$ cat config.mk
export PLATFORM = sky130hd
export DESIGN_NAME = solver_dispatch
export DESIGN_NICKNAME = d
export VERILOG_FILES = /design/src/rtl/solver_dispatch.sv
export SDC_FILE = /design/constraint.sdc
export NUM_CORES = 1
export LEC_CHECK = 0
export CAP_MARGIN = 5
export CORE_MARGIN = 3
export CORE_UTILIZATION = 54
export CTS_BUF_LIST = sky130_fd_sc_hd__clkbuf_4
export CTS_CLUSTER_DIAMETER = 200
export DETAILED_ROUTE_END_ITERATION = 7
export PLACE_DENSITY = 0.83
export SLEW_MARGIN = 20
export SYNTH_ARGS = -nofsm -noshare
export SYNTH_HDL_FRONTEND = slang
export SYNTH_SLANG_ARGS = --single-unit
$ cat constraint.sdc
create_clock -name clk -period 4.12 [get_ports clk]
set_input_delay 0.412 -clock clk [delete_from_list [all_inputs] [get_ports clk]]
set_output_delay 0.412 -clock clk [all_outputs]
set_load 0.05 [all_outputs]
$ cat src/rtl/solver_dispatch.sv
// solver_dispatch: hands problem indices round-robin to NUM_ENG solver engines and counts fits.
// Optional per-engine watchdog is compiled in when SOLVER_WATCHDOG_EN is defined.
module solver_dispatch #(
    parameter int          NUM_ENG  = 4,
    parameter int          IDX_W    = 16,
    parameter int          CNT_W    = 64,
    parameter logic [31:0] WDOG_CYC = 32'd1_000_000
) (
    input  logic               clk,
    input  logic               rst,
    input  logic               start,
    input  logic [IDX_W-1:0]   num_probs,
    output logic [NUM_ENG-1:0] eng_start,
    output logic [IDX_W-1:0]   eng_prob,
    input  logic [NUM_ENG-1:0] eng_busy,
    input  logic [NUM_ENG-1:0] eng_done,
    input  logic [NUM_ENG-1:0] eng_fit,
    output logic [CNT_W-1:0]   total_count,
    output logic [IDX_W-1:0]   timeouts,
    output logic               busy,
    output logic               done,
    output logic               err
);
    localparam int EW = NUM_ENG > 1 ? $clog2(NUM_ENG) : 1;
    localparam logic [1:0] S_IDLE = 2'd0, S_DISPATCH = 2'd1, S_DRAIN = 2'd2, S_FINISH = 2'd3;

    logic [1:0]         state_q, state_d;
    logic [IDX_W-1:0]   num_q, num_d, next_idx_q, next_idx_d, prob_q, prob_d;
    logic [NUM_ENG-1:0] owned_q, owned_d, start_q, start_d;
    logic [EW-1:0]      rr_q, rr_d, sel, idx;
    logic [CNT_W-1:0]   total_q, total_d;
    logic               done_q, done_d, err_q, err_d;
    logic               go, want, found;
    logic [NUM_ENG-1:0] qual, elig, pick, expired, blocked;
    logic [CNT_W:0]     sum;
    int                 fits, j;

    assign go   = start && (state_q == S_IDLE || state_q == S_FINISH);
    assign want = state_q == S_DISPATCH && next_idx_q < num_q;
    assign qual = eng_done & owned_q;
    // Eligibility uses registered ownership, so a finishing engine is reusable only next cycle.
    assign elig = ~owned_q & ~eng_busy & ~blocked;

    always_comb begin
        found = 1'b0;
        sel = '0;
        idx = '0;
        j = 0;
        for (int k = 0; k < NUM_ENG; k++) begin
            j = int'(rr_q) + k;
            j = j >= NUM_ENG ? j - NUM_ENG : j;
            idx = EW'(j);
            if (!found && elig[idx]) begin
                found = 1'b1;
                sel = idx;
            end
        end
        pick = want && found ? NUM_ENG'(1) << sel : '0;
        fits = $countones(qual & eng_fit);
        sum = {1'b0, total_q} + (CNT_W+1)'(fits);
        state_d = go ? S_DISPATCH
                : state_q == S_DISPATCH && next_idx_q == num_q ? S_DRAIN
                : state_q == S_DRAIN && owned_q == '0 ? S_FINISH
                : state_q;
        num_d = go ? num_probs : num_q;
        next_idx_d = go ? '0 : next_idx_q + IDX_W'(pick != '0);
        rr_d = pick == '0 ? rr_q : sel == EW'(NUM_ENG - 1) ? '0 : sel + EW'(1);
        owned_d = (owned_q & ~qual & ~expired) | pick;
        start_d = pick;
        prob_d = pick != '0 ? next_idx_q : prob_q;
        total_d = go ? '0 : sum[CNT_W] ? '1 : sum[CNT_W-1:0];
        done_d = go ? 1'b0 : state_q == S_DRAIN && owned_q == '0 ? 1'b1 : done_q;
        err_d = (err_q && !go) || (eng_done & ~owned_q) != '0;
    end

    always_ff @(posedge clk or posedge rst) begin
        if (rst) begin
            state_q    <= S_IDLE;
            num_q      <= '0;
            next_idx_q <= '0;
            prob_q     <= '0;
            owned_q    <= '0;
            start_q    <= '0;
            rr_q       <= '0;
            total_q    <= '0;
            done_q     <= 1'b0;
            err_q      <= 1'b0;
        end else begin
            state_q    <= state_d;
            num_q      <= num_d;
            next_idx_q <= next_idx_d;
            prob_q     <= prob_d;
            owned_q    <= owned_d;
            start_q    <= start_d;
            rr_q       <= rr_d;
            total_q    <= total_d;
            done_q     <= done_d;
            err_q      <= err_d;
        end
    end

`ifdef SOLVER_WATCHDOG_EN
    logic [31:0]        wcnt_q [NUM_ENG];
    logic [NUM_ENG-1:0] stale_q;
    logic [IDX_W-1:0]   to_q;

    // A real completion in the expiry cycle wins over the timeout.
    always_comb begin
        expired = '0;
        for (int k = 0; k < NUM_ENG; k++)
            expired[k] = owned_q[k] && !eng_done[k] && wcnt_q[k] >= WDOG_CYC - 32'd1;
    end

    always_ff @(posedge clk or posedge rst) begin
        if (rst) begin
            for (int k = 0; k < NUM_ENG; k++) wcnt_q[k] <= '0;
            stale_q <= '0;
            to_q    <= '0;
        end else begin
            for (int k = 0; k < NUM_ENG; k++)
                wcnt_q[k] <= pick[k] ? 32'd0 : owned_q[k] ? wcnt_q[k] + 32'd1 : wcnt_q[k];
            stale_q <= expired | (stale_q & eng_busy);
            to_q    <= go ? '0 : to_q + IDX_W'($countones(expired));
        end
    end

    assign blocked  = stale_q;
    assign timeouts = to_q;
`else
    assign expired  = '0;
    assign blocked  = '0;
    assign timeouts = '0;
`endif

    assign eng_start   = start_q;
    assign eng_prob    = prob_q;
    assign total_count = total_q;
    assign busy        = state_q == S_DISPATCH || state_q == S_DRAIN;
    assign done        = done_q;
    assign err         = err_q;
endmodule

=== Word-level counts from Yosys, hierarchy flattened ===
Index checks and enable logic that the tools add are counted.

* Register bits after elaboration: 126
* Bits of input ports: 31
* Output and inout bits: 103

* Add/subtract/negate cells: 13
* Order comparisons: 9
* Eq/ne operators: 5
* Shift operators: 1
* Multiplexer cells: 30
* Bitwise logic cells: 9
* Reductions and logical operators: 23

{| class="wikitable"
|+ Operators by type and width
! cell !! number
|-
| 64-bit 2-to-1 mux || 2
|-
| 64-bit by 3-bit adder with 65-bit output || 1
|-
| 2-bit 2-to-1 mux || 12
|-
| 4-bit bitwise AND || 5
|-
| 16-bit by 1-bit adder with 16-bit output || 1
|-
| 16-bit equality test || 1
|-
| 16-bit less-than comparator || 1
|-
| 16-bit 2-to-1 mux || 1
|-
| 2-bit by 3-bit less-than comparator with 1-bit output (second input constant) || 4
|-
| 4-bit inverter || 3
|-
| 1-bit 2-to-1 mux || 10
|-
| 3-bit >= comparator (second input constant) || 3
|-
| 1-bit logical AND || 9
|-
| 1-bit binary-select mux with 2-bit select || 4
|-
| 4-bit logical NOT || 2
|-
| 4-bit nonzero test || 2
|-
| 2-bit by 1-bit subtractor with 2-bit output (second input constant) || 4
|-
| 2-bit by 2-bit adder with 3-bit output (second input constant) || 2
|-
| 2-bit equality test (second input constant) || 3
|-
| 1-bit by 1-bit adder with 2-bit output || 2
|-
| 1-bit logical NOT || 4
|-
| 4-bit 2-to-1 mux || 1
|-
| 4-bit bitwise OR || 1
|-
| 1-bit by 2-bit << shifter with 4-bit output (first input constant) || 1
|-
| other kinds (9) || 11
|}

=== Logic depth before layout (Yosys ltp) ===
Gate-level depths: netlist of the first run.

* Word-level depth: 19
* Depth in mapped cells: 16

=== Worst setup path before layout of the first run ===
No wires, ideal clock.

* Kind: reg2reg
* From: reg next_idx_q[7]
* To: reg next_idx_q[15]
* Library setup time: 78 ps
* Arrival time: 3325 ps
* Data required time: 4042 ps
* Setup slack: 717 ps
* Cell stages (with the launch flop): 15
* Buffers on the path: 1
* Cells stage by stage: dfrtp_1 ha_1 a21oi_1 o21ai_0 a21o_1 a211oi_2 o41ai_2 buf_2 inv_1 ha_1 nand4_1 nor4_1 nand4_1 or3_1 a21oi_1

* Word-level cells in the longest chain between the ends: 7

{| class="wikitable"
|+ Ends and longest elaborated chain
! element !! line !! text
|-
| from (decl) || 28 || <nowiki>logic [IDX_W-1:0] num_q, num_d, next_idx_q, next_idx_d, prob_q, prob_d;</nowiki>
|-
| from (signal assigned) || 91 || <nowiki>next_idx_q <= next_idx_d;</nowiki>
|-
| 16-bit less-than comparator || 39 || <nowiki>assign want = state_q == S_DISPATCH && next_idx_q < num_q;</nowiki>
|-
| 1-bit logical AND || 39 ||
|-
| 1-bit logical AND || 58 || <nowiki>pick = want && found ? NUM_ENG'(1) << sel : '0;</nowiki>
|-
| 4-bit 2-to-1 mux || 58 ||
|-
| 4-bit nonzero test || 66 || <nowiki>next_idx_d = go ? '0 : next_idx_q + IDX_W'(pick != '0);</nowiki>
|-
| 16-bit by 1-bit adder with 16-bit output (*) || 66 ||
|-
| 16-bit 2-to-1 mux (*) || 66 ||
|-
| net next_idx_d[15] || 28 ||
|}

The timed path passes the listed nets; every way through them passes the cells marked *.
A chain may end at the register's enable or synchronous reset.

=== Worst setup path in the final report of the first run ===
* From: reg next_idx_q[11]
* To: reg next_idx_q[15]

Same word-level chain as after synthesis.

==> results of run 1 <==
kinds of logic after synthesis:
kind of cell	after synthesis	share of synthesized area, %
compound gates	115	9.90
xor+xnor	67	8.88
fa+ha+maj	28	5.64
buf+inv	79	5.49
flops	126	47.7
mux	19	3.22
other cells	1	0.0567
simple gates	239	19.1
flip-flops by register name (all words and copies together) (netlist names):
name and cells:
total_count 64, num_q 16, err 1, eng_prob 16
state_q 2, rr_q 2, done 1, eng_start 4
next_idx_q 16, owned_q 4
metrics by stage:
step	setup slack (ns)	power (mW)	utilization, %	cells	hold slack (ns)
floorplan	0.352	2.66	-	689	0.452
global placement	0.379	3.06	67.4	919	0.470
detailed placement	0.253	3.13	67.4	919	0.491
CTS	0.514	3.98	69.7	951	0.365
global route	0.0712	4.21	69.7	951	0.377
finish	0.493	3.95	69.7	951	0.399
cell type report:
| class | count | area (um2) |
|---|---|---|
| well taps | 143 | 179 |
| clock inverters | 15 | 146 |
| multi-input cells | 484 | 3160 |
| repair buffers | 124 | 1240 |
| clock buffers | 17 | 128 |
| fillers | 900 | 3550 |
| flip-flops and latches | 126 | 3150 |
| inverters | 42 | 160 |
placed cells by master, fill, tap and decap left out, types with 28 or more instances in the layout:
cell / n
nand2_1: 59
xor2_1: 28
dfrtp_1: 126
nor2_1: 48
o21ai_0: 54
clkdlybuf4s50_1: 117
inv_1: 41
nand3_1: 37
xnor2_1: 39
a21oi_1: 30
how the worst max path moves through the flow:
stage	to	slack, ns	cells after the start	startpoint
final	next_idx_q[15]	0.49	13	next_idx_q[11]
after global routing	next_idx_q[15]	0.07	13	next_idx_q[11]
after CTS	next_idx_q[15]	0.51	13	next_idx_q[11]
after detailed placement	total_count[23]	0.25	11	eng_done[0]
after global placement	total_count[0]	0.38	11	eng_done[0]
after floorplan	done	0.35	1	rst
synthesized netlist by cell type, types with 2 or more instances:
cell type  instances
a211oi_1           3
a21o_1             4
a21oi_1           30
a31oi_1            3
and2_1             7
and3_1            10
and4_1             8
buf_2              2
buf_4             17
clkbuf_1          17
dfrtp_1          126
fa_1               3
ha_1              25
inv_1             42
mux2_2            18
nand2_1           59
nand3_1           37
nand4_1           15
nor2_1            48
nor3_1            20
nor3_2             7
nor4_1            13
o21ai_0           54
o21ai_1            8
o21bai_1           4
o221a_2            2
or2_2              2
or3_1              2
xnor2_1           39
xor2_1            28
critical path: stages, from the launching register on:
cell and delay, ns:
dfrtp_1 0.48, ha_1 0.35, a21oi_1 0.16, o21ai_0 0.11
a21o_1 0.19, a211oi_2 0.42, o41ai_4 0.16, inv_1 0.10
ha_1 0.18, nand4_1 0.15, nor4_1 0.54, nand4_1 0.23
or3_1 0.35, a21oi_1 0.14
power by group through the flow:
stage	Combinational (mW)	Sequential, mW	Clock [mW]
after floorplan	0.834	1.83	0
after global placement	1.44	1.62	0
after detailed placement	1.49	1.63	0
after CTS	1.51	1.61	0.861
after global routing	1.65	1.64	0.922
final	1.49	1.61	0.844
per-layer routing:
layer | part of all wire, % | up-vias | routed length, um
li1 | - | 2537 | -
met1 | 42 | 2660 | 6950
met2 | 47 | 225 | 7750
met3 | 7.3 | 46 | 1200
met4 | 3.0 | 0 | 487
met5 | 0 | - | 0
==> results by stage, run 1 <==
Outcome:
- The flow ran to the end, and the final reports show no timing, DRC or antenna violations.

Die:
- The core outline area is 11700 um2.
- The die covers 13600 um2.
- For this configuration, the core starts out at a cell density of 56.4%.
- The number of primary I/O pins is 134.
- The overall die height is 117 um.
- The die is 117 um wide.
- The floorplan has 39 rows.

Setup path:
- The critical path launch point type is a flip-flop.
- The capture instance of the worst register-to-register path is next_idx_q[15].
- The worst setup path is of the reg -> reg kind.
- STA classifies the critical path endpoint as a flip-flop.
- In this run the critical register-to-register path is launched from next_idx_q[11].
- Data arrives at the worst endpoint at 4.12 ns.
- Of all nets on the critical path, the largest fanout is 6.
- The critical path required time is 4.61 ns.
- The number of cells on the worst reg-to-reg path is 13.
- For flop-to-flop paths, the worst setup slack is 0.49 ns.

Synth:
- The count of flip-flops with a built-in enable after synthesis is 0.
- Summing the sequential cell areas from Yosys gives 47.7% of the chip area.
- Yosys printed 0 warnings.
- By area the synthesized netlist is led by dfrtp_1 (48%), xnor2_1 (5.2%), ha_1 (4.7%).
- The most frequently used flop master after synthesis is dfrtp_1.
- Synthesis handed over a netlist of 674 instances.
- The mapped cell area is 6610 um2.
- The share of async-settable or async-resettable flops after synthesis is 100%.
- The share of synthesized area in the top cell type comes to 47.7%.
- The number of synthesized register bits is 126.
- The number of distinct library cell variants in the gate-level netlist after synthesis is 51.
- The per-instance average area after synthesis is 9.81 um2.
- The cell taking the most area after synthesis is dfrtp_1.

Final layout:
- Summing all non-filler instances in the final layout gives an area of 8170 um2.
- The layout overhead on the synthesized area is 23.6%.
- The fraction of layout cells with a size suffix above 1 is 9.41%.
- After the last flow step, the layout net total stands at 854.
- The number of antenna diodes in the final layout is 0.

Clock network:
- The clock-pin transition on the worst setup and hold timing paths is 0.12 ns.
- CTS placed an instance of clkbuf_4 at the clock tree root.
- No sink is reached through more buffers than the 2 on the longest clock path.
- The clock latency at the later pin of the worst-skew pair is 0.56 ns.
- The clock tree synthesis step divided the H-tree into 4 levels.
- Counting every sink on the clock net gives 126.
- The clock buffer count from CTS is 17.
- The post-cts repair resize count is 0.
- The cts-stage hold buffer count is 0.
- TritonCTS built the clock tree.
- The number of setup buffers added after CTS is 0.

Placed design:
- During placement, the flow inserted port buffers numbering 117.
- After legalization and detailed placement, the total HPWL measured 11600 um.
- In this run the cell area measured after placement is 7890 um2.
- The global placer's final weighted congestion is 0.925.

Run:
- The number of max-cap violations is 0.

Power and ir drop:
- The combinational power share is 37.8%.
- The relative contribution of sequential cells to total power is 40.8%.
- The total net switching power is 1.58 mW.
- The part of the power in the clock network is 21.4%.
- The worst-case IR drop observed on VDD is 0.304 mV.
- The fraction of power spent switching nets is 39.9%.
- In this run the power density over the cells is 484 nW/um2.
- Internal power comes to 2.37 mW.
- The leakage power is 3.53 nW.

GRT:
- The met2 demand-to-capacity share in global routing is 39.2%.
- In this run the most used layer during global routing was met2.
- The first global-routing pass estimated 27200 um of wire.
- The total overflow left after global routing is 0.
- The pin count of the biggest net entering global routing is 78.
- The met1 capacity usage during global routing is 34.1%.
- The initial antenna violation count is 0.
- Global routing consumed, on the met3 layer, 7.56% of the routing resources.
- The number of global-route vias before repair is 5416.
- The overall fraction of global-route tracks in use is 25.5%.

STA:
- The max-slew violation count was 0.
- The worst path in the final design needs a cycle of 3.63 ns, including I/O delays and setup.
- Headroom to the max-slew limit came out at 35.7%.
- Based on the critical path, the design can be clocked at up to 276 MHz.
- Summed over all failing endpoints, the final setup total negative slack is 0 ns.
- The number of hold-slack violations in the final timing report is 0.
- The slew at the pin with the worst max-slew slack is 0.964 ns.
- The worst-case clock skew is 0.0176 ns.
- Setup repair after global routing left no endpoint under its margin.
- Of the available clock period, the critical path in the final layout requires 88.0%.
- Setup violations remaining at the end of the flow were counted as 0.

Min path:
- The startpoint of the lowest-slack hold path is num_probs[4].
- The end point of the most critical hold path is num_q[4].
- The number of cells on the worst hold path is 3.
- The worst min-delay path category is in -> reg.

Drt:
- The first detailed-routing pass took 5 iterations.
- The wire length reported by the detailed router is 16400 um.
- The initial DRC count is 407.
- The antenna violation net count after detailed routing is 0.
- The total via count in the routed design is 5468.
- After detailed routing, the number of vias per cell comes to 5.75.
- The count of unresolved DRC violations after routing is 0.
- In the final routed layout, each cell accounts on average for 17.2 um.
No activity file was read; power rests on OpenSTA's default activity.
==> run 2, diff against run 1 <==
--- a/config.mk
+++ b/config.mk
@@ -7,11 +7,12 @@
 export LEC_CHECK = 0
 export CAP_MARGIN = 5
 export CORE_MARGIN = 3
-export CORE_UTILIZATION = 54
+export CORE_UTILIZATION = 66
 export CTS_BUF_LIST = sky130_fd_sc_hd__clkbuf_4
 export CTS_CLUSTER_DIAMETER = 200
 export DETAILED_ROUTE_END_ITERATION = 7
-export PLACE_DENSITY = 0.83
+export DONT_BUFFER_PORTS = 1
+export PLACE_DENSITY = 0.82
 export SLEW_MARGIN = 20
 export SYNTH_ARGS = -nofsm -noshare
 export SYNTH_HDL_FRONTEND = slang
==> results by stage, run 2 (synthesized netlist as in run 1, its figures left out) <==
Final layout:
- The filler cell count in the final layout is 685 (-24%).
- Leaving out fill and tap cells, the most frequent cells in the layout are dfrtp_1 (126), nand2_1 (59), o21ai_0 (54).
- The utilization after layout is 75.4% (+5.6 points).
- The most common cell after layout, fill and taps aside is dfrtp_1.
- The post-layout net count came to 754 (-12%).
- The flip-flop count of the largest register, all copies and words added is 64 (unchanged).
- The count of antenna diodes in the layout is 0 (unchanged).
- The fraction of layout cells with a size suffix above 1 is 11.2% (+1.8 points).
- Compared with the post-synthesis result, the final layout area differs by 8.35%.

STA:
- The sum of negative setup slack was 0 ns (unchanged).
- The final clock period utilization by the worst path was 90.2% (+2.2 points).
- The minimum period implied by the final worst setup slack was 3.72 ns (+0.0901 ns).
- The final-report setup violation count was 0 (unchanged).
- The relative slew slack is 49.4% (+14 points).
- Setup repair after global routing left no endpoint under its margin.
- The number of hold-slack violations in the final timing report came to 0 (unchanged).
- The worst-case clock skew is 0.0197 ns (+0.00210 ns).
- The max-slew violation count is 0 (unchanged).
- The slew at the pin with the worst max-slew slack is 0.753 ns (-0.211 ns).
- The fmax is 269 MHz (-2.4%).

Clock network:
- The clock-pin transition on the worst setup and hold timing paths came to 0.12 ns (about the same).
- The cell sitting at the root of the clock tree is a clkbuf_4.
- The clock latency at the later pin of the worst-skew pair is 0.53 ns (-0.03 ns).
- The clock buffer count from CTS is 17 (unchanged).
- The H-tree depth is 4 (unchanged).
- The post-cts repair resize count is 0 (unchanged).
- The CTS sink count is 126 (unchanged).
- TritonCTS built the clock tree.
- The cts-stage hold buffer count is 15 (+15).
- The number of setup buffers added after CTS is 0 (unchanged).
- The deepest clock path buffer count came to 2 (unchanged).

Die:
- The number of primary I/O pins is 134 (unchanged).
- The overall die height is 106 um (-9.1%).
- The placement row count is 35 (-10%).
- The core outline area was 9500 um2 (-19%).
- The effective utilization at floorplan is 69.5% (+13 points).
- The chip width is 106 um (-9.1%).
- The floorplan die area is 11200 um2 (-17%).

Setup path:
- The reg2reg setup slack is 0.40 ns (-0.09 ns).
- In this run the critical register-to-register path is captured at next_idx_q[15].
- The number of cells on the worst reg-to-reg path was 13 (unchanged).
- The maximum fanout encountered on the critical timing path is 6 (unchanged).
- The capturing instance or port of the critical path is next_idx_q[15].
- Tracing the worst setup path back leads to its startpoint at next_idx_q[7].
- The startpoint identified for the worst register-to-register timing path is next_idx_q[7].
- The critical path required time is 4.57 ns (-0.04 ns).
- STA classifies the critical path endpoint as a flip-flop.
- The worst setup path is launched from a flip-flop.
- The worst setup path is of the reg -> reg kind.
- The critical path data arrival time is 4.17 ns (+0.05 ns).

Drt:
- The total via count in the routed design was 5162 (-5.6%).
- The antenna violation net count after detailed routing is 0 (unchanged).
- The number of vias per cell is 6.17 (+7.3%).
- The count of unresolved DRC violations after routing is 0 (unchanged).
- The wire length reported by the detailed router is 15500 um (-5.6%).
- The length of the first detailed-routing pass in iterations came to 5 (unchanged).
- The initial DRC count was 392 (-3.7%).
- The average wire per cell in the routed design is 18.5 um (+7.3%).

Power and ir drop:
- The cell area power density is 544 nW/um2 (+12%).
- The maximum VDD drop came to 0.354 mV (+17%).
- The leakage power is 3.19 nW (-9.6%).

GRT:
- The number of global-route vias before repair came to 5000 (-7.7%).
- The first-pass GRT wire length came to 25100 um (-7.7%).
- The initial antenna violation count was 0 (unchanged).
- The global route total overflow is 0 (unchanged).
- The overall fraction of global-route tracks in use came to 28.0% (+2.5 points).
- The pin count of the biggest net entering global routing was 60 (-23%).

Min path:
- The worst min-delay path category is in -> reg.
- The worst hold path begins at num_probs[15].

Placed design:
- The global placer's final weighted congestion is 0.956 (+3.4%).
- The placed wire-length estimate is 10600 um (-8.1%).
- The total of buffers placed on input and output ports is 0 (-100%).

Outcome:
- The flow ran to the end, and the final reports show no timing, DRC or antenna violations.

Run:
- The number of max-cap violations came to 0 (unchanged).
## run 2: cell count changes in the layout (fill, tap and decap cells not counted)
cell             delta
buf_12              -1
buf_4               +2
bufinv_16           +1
clkbuf_4            +1
clkdlybuf4s50_1   -117
clkinv_1            -2
clkinv_4            -1
clkinvlp_4          +1
dlygate4sd3_1      +16
## run 2: report_power, final
part | internal (mW) | total (mW) | switching [mW]
Sequential | 1.44 | 1.86 | 0.420
Combinational | 0.446 | 1.12 | 0.677
Clock | 0.427 | 0.913 | 0.486
Total | 2.31 | 3.90 | 1.58
## run 2: how the worst min path moves through the flow
stage / endpoint / slack, ns / cells past startpoint
final: num_q[15] / 0.05 / 2
after global routing: num_q[15] / 0.003 / 2
after CTS: num_q[8] / 0.007 / 2
after detailed placement: total_count[41] / 0.43 / 1
after global placement: total_count[41] / 0.42 / 1
after floorplan: num_q[0] / 0.45 / 2
## run 2: metal layers
layer	vias to the layer above	share of wire, %	track usage, %
met5	-	0	0
li1	2345	-	-
met1	2529	41	38.0
met4	0	1.2	9.34
met3	25	9.8	8.44
met2	263	48	43.3
## run 2: area by class of cell
cell class / count / area, um2 / area share, %
Clock buffer: 18 / 135 / 1.89
Clock inverter: 14 / 168 / 2.34
Inverter: 42 / 160 / 2.24
Multi-Input combinational cell: 484 / 3160 / 44.2
Sequential cell: 126 / 3150 / 44.0
Tap cell: 129 / 161 / 2.25
Timing Repair Buffer: 24 / 220 / 3.08
## run 2: per-stage QoR
step	cell area, um2	setup slack [ns]	power (mW)	hold WS (ns)	cells
finish	7160	0.402	3.90	0.0473	837
global route	7160	0.0715	4.12	0.00339	837
CTS	7150	0.411	3.90	0.00677	836
detailed placement	6700	0.543	2.96	0.430	789
global placement	6700	0.672	2.90	0.421	789
floorplan	6670	0.352	2.66	0.452	689
## run 2: critical path, stage by stage, from the launching register on
cell      delay, ns
dfrtp_1        0.46
ha_1           0.33
a21oi_1        0.14
o21ai_0        0.13
a21o_1         0.20
a211oi_2       0.42
o41ai_4        0.16
inv_1          0.10
ha_1           0.20
nand4_1        0.19
nor4_1         0.60
nand4_1        0.23
or3_1          0.34
a21oi_1        0.15
==> run 3, diff against run 2 <==
--- a/config.mk
+++ b/config.mk
@@ -13,6 +13,7 @@
 export DETAILED_ROUTE_END_ITERATION = 7
 export DONT_BUFFER_PORTS = 1
 export PLACE_DENSITY = 0.82
+export SKIP_LAST_GASP = 1
 export SLEW_MARGIN = 20
 export SYNTH_ARGS = -nofsm -noshare
 export SYNTH_HDL_FRONTEND = slang
==> results of run 3 <==
No change in the layout: final DEF, timing and power equal those of run 2.
==> variant (settings of run 2) <==
Build with the macro `SOLVER_WATCHDOG_EN` defined.
--- a/src/rtl/solver_dispatch.sv
+++ b/src/rtl/solver_dispatch.sv
@@ -1,5 +1,7 @@
 // solver_dispatch: hands problem indices round-robin to NUM_ENG solver engines and counts fits.
 // Optional per-engine watchdog is compiled in when SOLVER_WATCHDOG_EN is defined.
+`define SOLVER_WATCHDOG_EN
+
 module solver_dispatch #(
     parameter int          NUM_ENG  = 4,
     parameter int          IDX_W    = 16,
Behaviour: no difference found for any inputs over 4 cycles, from zero or initial values and one cycle with rst high; that may be too few to reach the edited logic, so the function may still have changed.
==> variant against run 2 <==
Total power increased by 98%; area after synthesis is 110% higher; non-clock buffer count rose by 19; hold slack better by 0.20 ns; final area up 110%; sequential cell count increased by 148; worst setup slack better by 0.041 ns; wire length rose by 97%; critical path type unchanged.
==> variant: results (changes against run 2) <==
Synthesis
The number of enable flip-flop cells after synthesis is 0 (unchanged). Top post-synthesis cells by count: dfrtp_1 (274), nor2_1 (229), nand2_1 (121), xor2_1 (110), xnor2_1 (97) (was dfrtp_1 (126), nand2_1 (59), o21ai_0 (54), nor2_1 (48), inv_1 (42)). The part of the Yosys area used for sequential elements is 49.6% (was 47.7%). The most used flip-flop cell after synthesis is dfrtp_1 (unchanged). The number of library cell types mapped by synthesis is 54 (was 51). The proportion of synthesized flip-flops having asynchronous set or reset was 100% (unchanged). The number of nets handed over by synthesis was 1,499. Cell types with the largest area share after synthesis: dfrtp_1 (50%), xor2_1 (7.0%), nor2_1 (6.2%) (was dfrtp_1 (48%), xnor2_1 (5.2%), ha_1 (4.7%)). The number of warnings issued by yosys is 0 (unchanged).

Drt
The total wire length is 30,500 µm (was 15,500 µm). The iteration count of the initial detailed-routing pass is 7 (was 5). The via total after detailed routing came to 10.6k (was 5,162). The number of DRC markers after the initial detailed-route iteration is 561 (was 392).

Min path
The class of the most critical hold timing path is in2reg (unchanged). The cell depth of the worst min-delay path was 2 (unchanged). The source of the worst hold timing path is start (was num_probs[15]).

Critical path
The endpoint arrival time on the critical path came to 4.19 ns (was 4.17 ns). The critical register-to-register path startpoint is owned_q[0]$_DFF_PP0_ (was next_idx_q[7]$_DFF_PP0_). The top fanout value on the critical path came to 12 (was 6). The number of cells on the worst reg-to-reg path is 14 (was 13).

The kind of launch point of the worst setup path is a register (unchanged).

Clock network
The clock-pin slew on the worst setup and hold paths was 0.07 ns (was 0.12 ns). The number of clock buffers inserted by TritonCTS is 72 (was 17). The clock network latency to the later pin of the worst-skew pair came to 0.67 ns (was 0.53 ns). The number of H-tree branching levels is 3 (was 4).

The clock tree buffer depth was 3 (was 2). The cell at the root of the clock tree was clkbuf_4 (unchanged).

GRT
The overall global routing resource usage is 27.3% (was 28.0%). The maximum number of pins on one net before global-route repair was 81 (was 60). The global-route wire length before repair is 50,700 µm (was 25,100 µm). The initial antenna violation count was 1 (was 0).

STA
The worst setup margin is 0.443 ns (was 0.402 ns). The worst slew slack as a fraction of its limit is 33.1% (was 49.4%). The clock tree skew after final layout was 0.0406 ns (was 0.0197 ns). The worst-case hold slack is 0.247 ns (was 0.0473 ns).

Pwr
The maximum resistive drop on vdd is 0.318 mV (was 0.354 mV). The leakage component of the power is 6.91 nW (was 3.19 nW).

Outcome
Status: completed (unchanged).

Final layout
More flip-flops sit in one register than any other, and that register is wcnt_q. The filler cell count in the final layout is 1,417 (was 685). The fraction of final layout cells sized beyond drive strength 1 was 10.3% (was 11.2%). The flip-flop count of the largest register after layout is 128 (was 64).

The post-layout net count was 1,564 (was 754).

Placed design
The quantity of I/O buffers inserted on ports is 0 (unchanged). The half-perimeter wire length after placement is 20,300 µm (was 10,600 µm). The worst slack at placement came to 0.500 ns (was 0.543 ns). The placer's final routability congestion estimate was 0.868 (was 0.956).
variant: stage by stage:
| stage | utilization (%) | instances | cell area (µm²) |
|---|---|---|---|
| 2_1_floorplan | - | 1432 | 13800 |
| 6_report | 74.8 | 1821 | 15300 |
| 3_5_place_dp | 69.1 | 1667 | 14100 |
| 3_3_place_gp | 69.1 | 1667 | 14100 |
| 5_1_grt | 74.8 | 1820 | 15300 |
| 4_1_cts | 74.8 | 1819 | 15300 |
variant: what timing repair did:
item                                   in CTS  in global routing
endpoints found under the hold margin      63                  0
setup buffers                               0                  0
hold buffers                               26                  0
gates resized for setup                     0                  0
variant: per-layer routing:
metal	GRT usage [%]	up-vias	part of all wire [%]	routed length, µm
met3	9.48	69	8.2	2500
li1	-	5081	-	-
met4	9.79	0	2.3	694
met5	0	-	0	0
met2	43.1	315	47	14400
met1	35.3	5146	42	12900
variant: final timing paths:
check | endpoint
min reg2reg | num_q[0]$_DFFE_PP0P_
max reg2reg | next_idx_q[14]$_DFF_PP0_
min in group asynchronous | eng_start[1]$_DFF_PP0_
max | next_idx_q[14]$_DFF_PP0_
max in group asynchronous | wcnt_q[125]$_DFFE_PP0P_
min | total_count[63]$_DFF_PP0_
variant: final cells by class:
cell class	instances	area share (%)
clock inverters	20	0.672
well taps	270	2.21
multi-input cells	1059	42.9
inverters	47	1.18
flip-flops and latches	274	44.9
repair buffers	43	2.87
diodes	2	0.0328
clock buffers	106	5.21
variant: power by group:
part / switching (mW) / internal [mW]
sequential: 0.586 / 2.98
clock: 1.09 / 1.24
combinational: 1.15 / 0.674
total: 2.83 / 4.89
variant: logic make-up (layout without fill, tap and decap cells):
group,Yosys count,in the layout,share of synthesized area [%]
mux,23,23,1.83
other cells,0,2,0
fa+ha+maj,36,36,3.53
compound gates,132,132,5.35
xor+xnor,207,207,13.1
simple gates,661,661,23.6
flops,274,274,49.6
buf+inv,99,216,2.87
variant: worst max-delay path, cell delays in order (launching register included):
cell and delay (ns):
dfrtp_1 0.40, buf_4 0.19, nor3_1 0.50, mux2i_1 0.14, o21ai_0 0.47, inv_1 0.16, ha_1 0.23, or4_1 0.54
nand4_2 0.12, inv_1 0.08, ha_1 0.25, nand2_1 0.15, nor3_1 0.09, xnor2_1 0.16, nor2_1 0.06
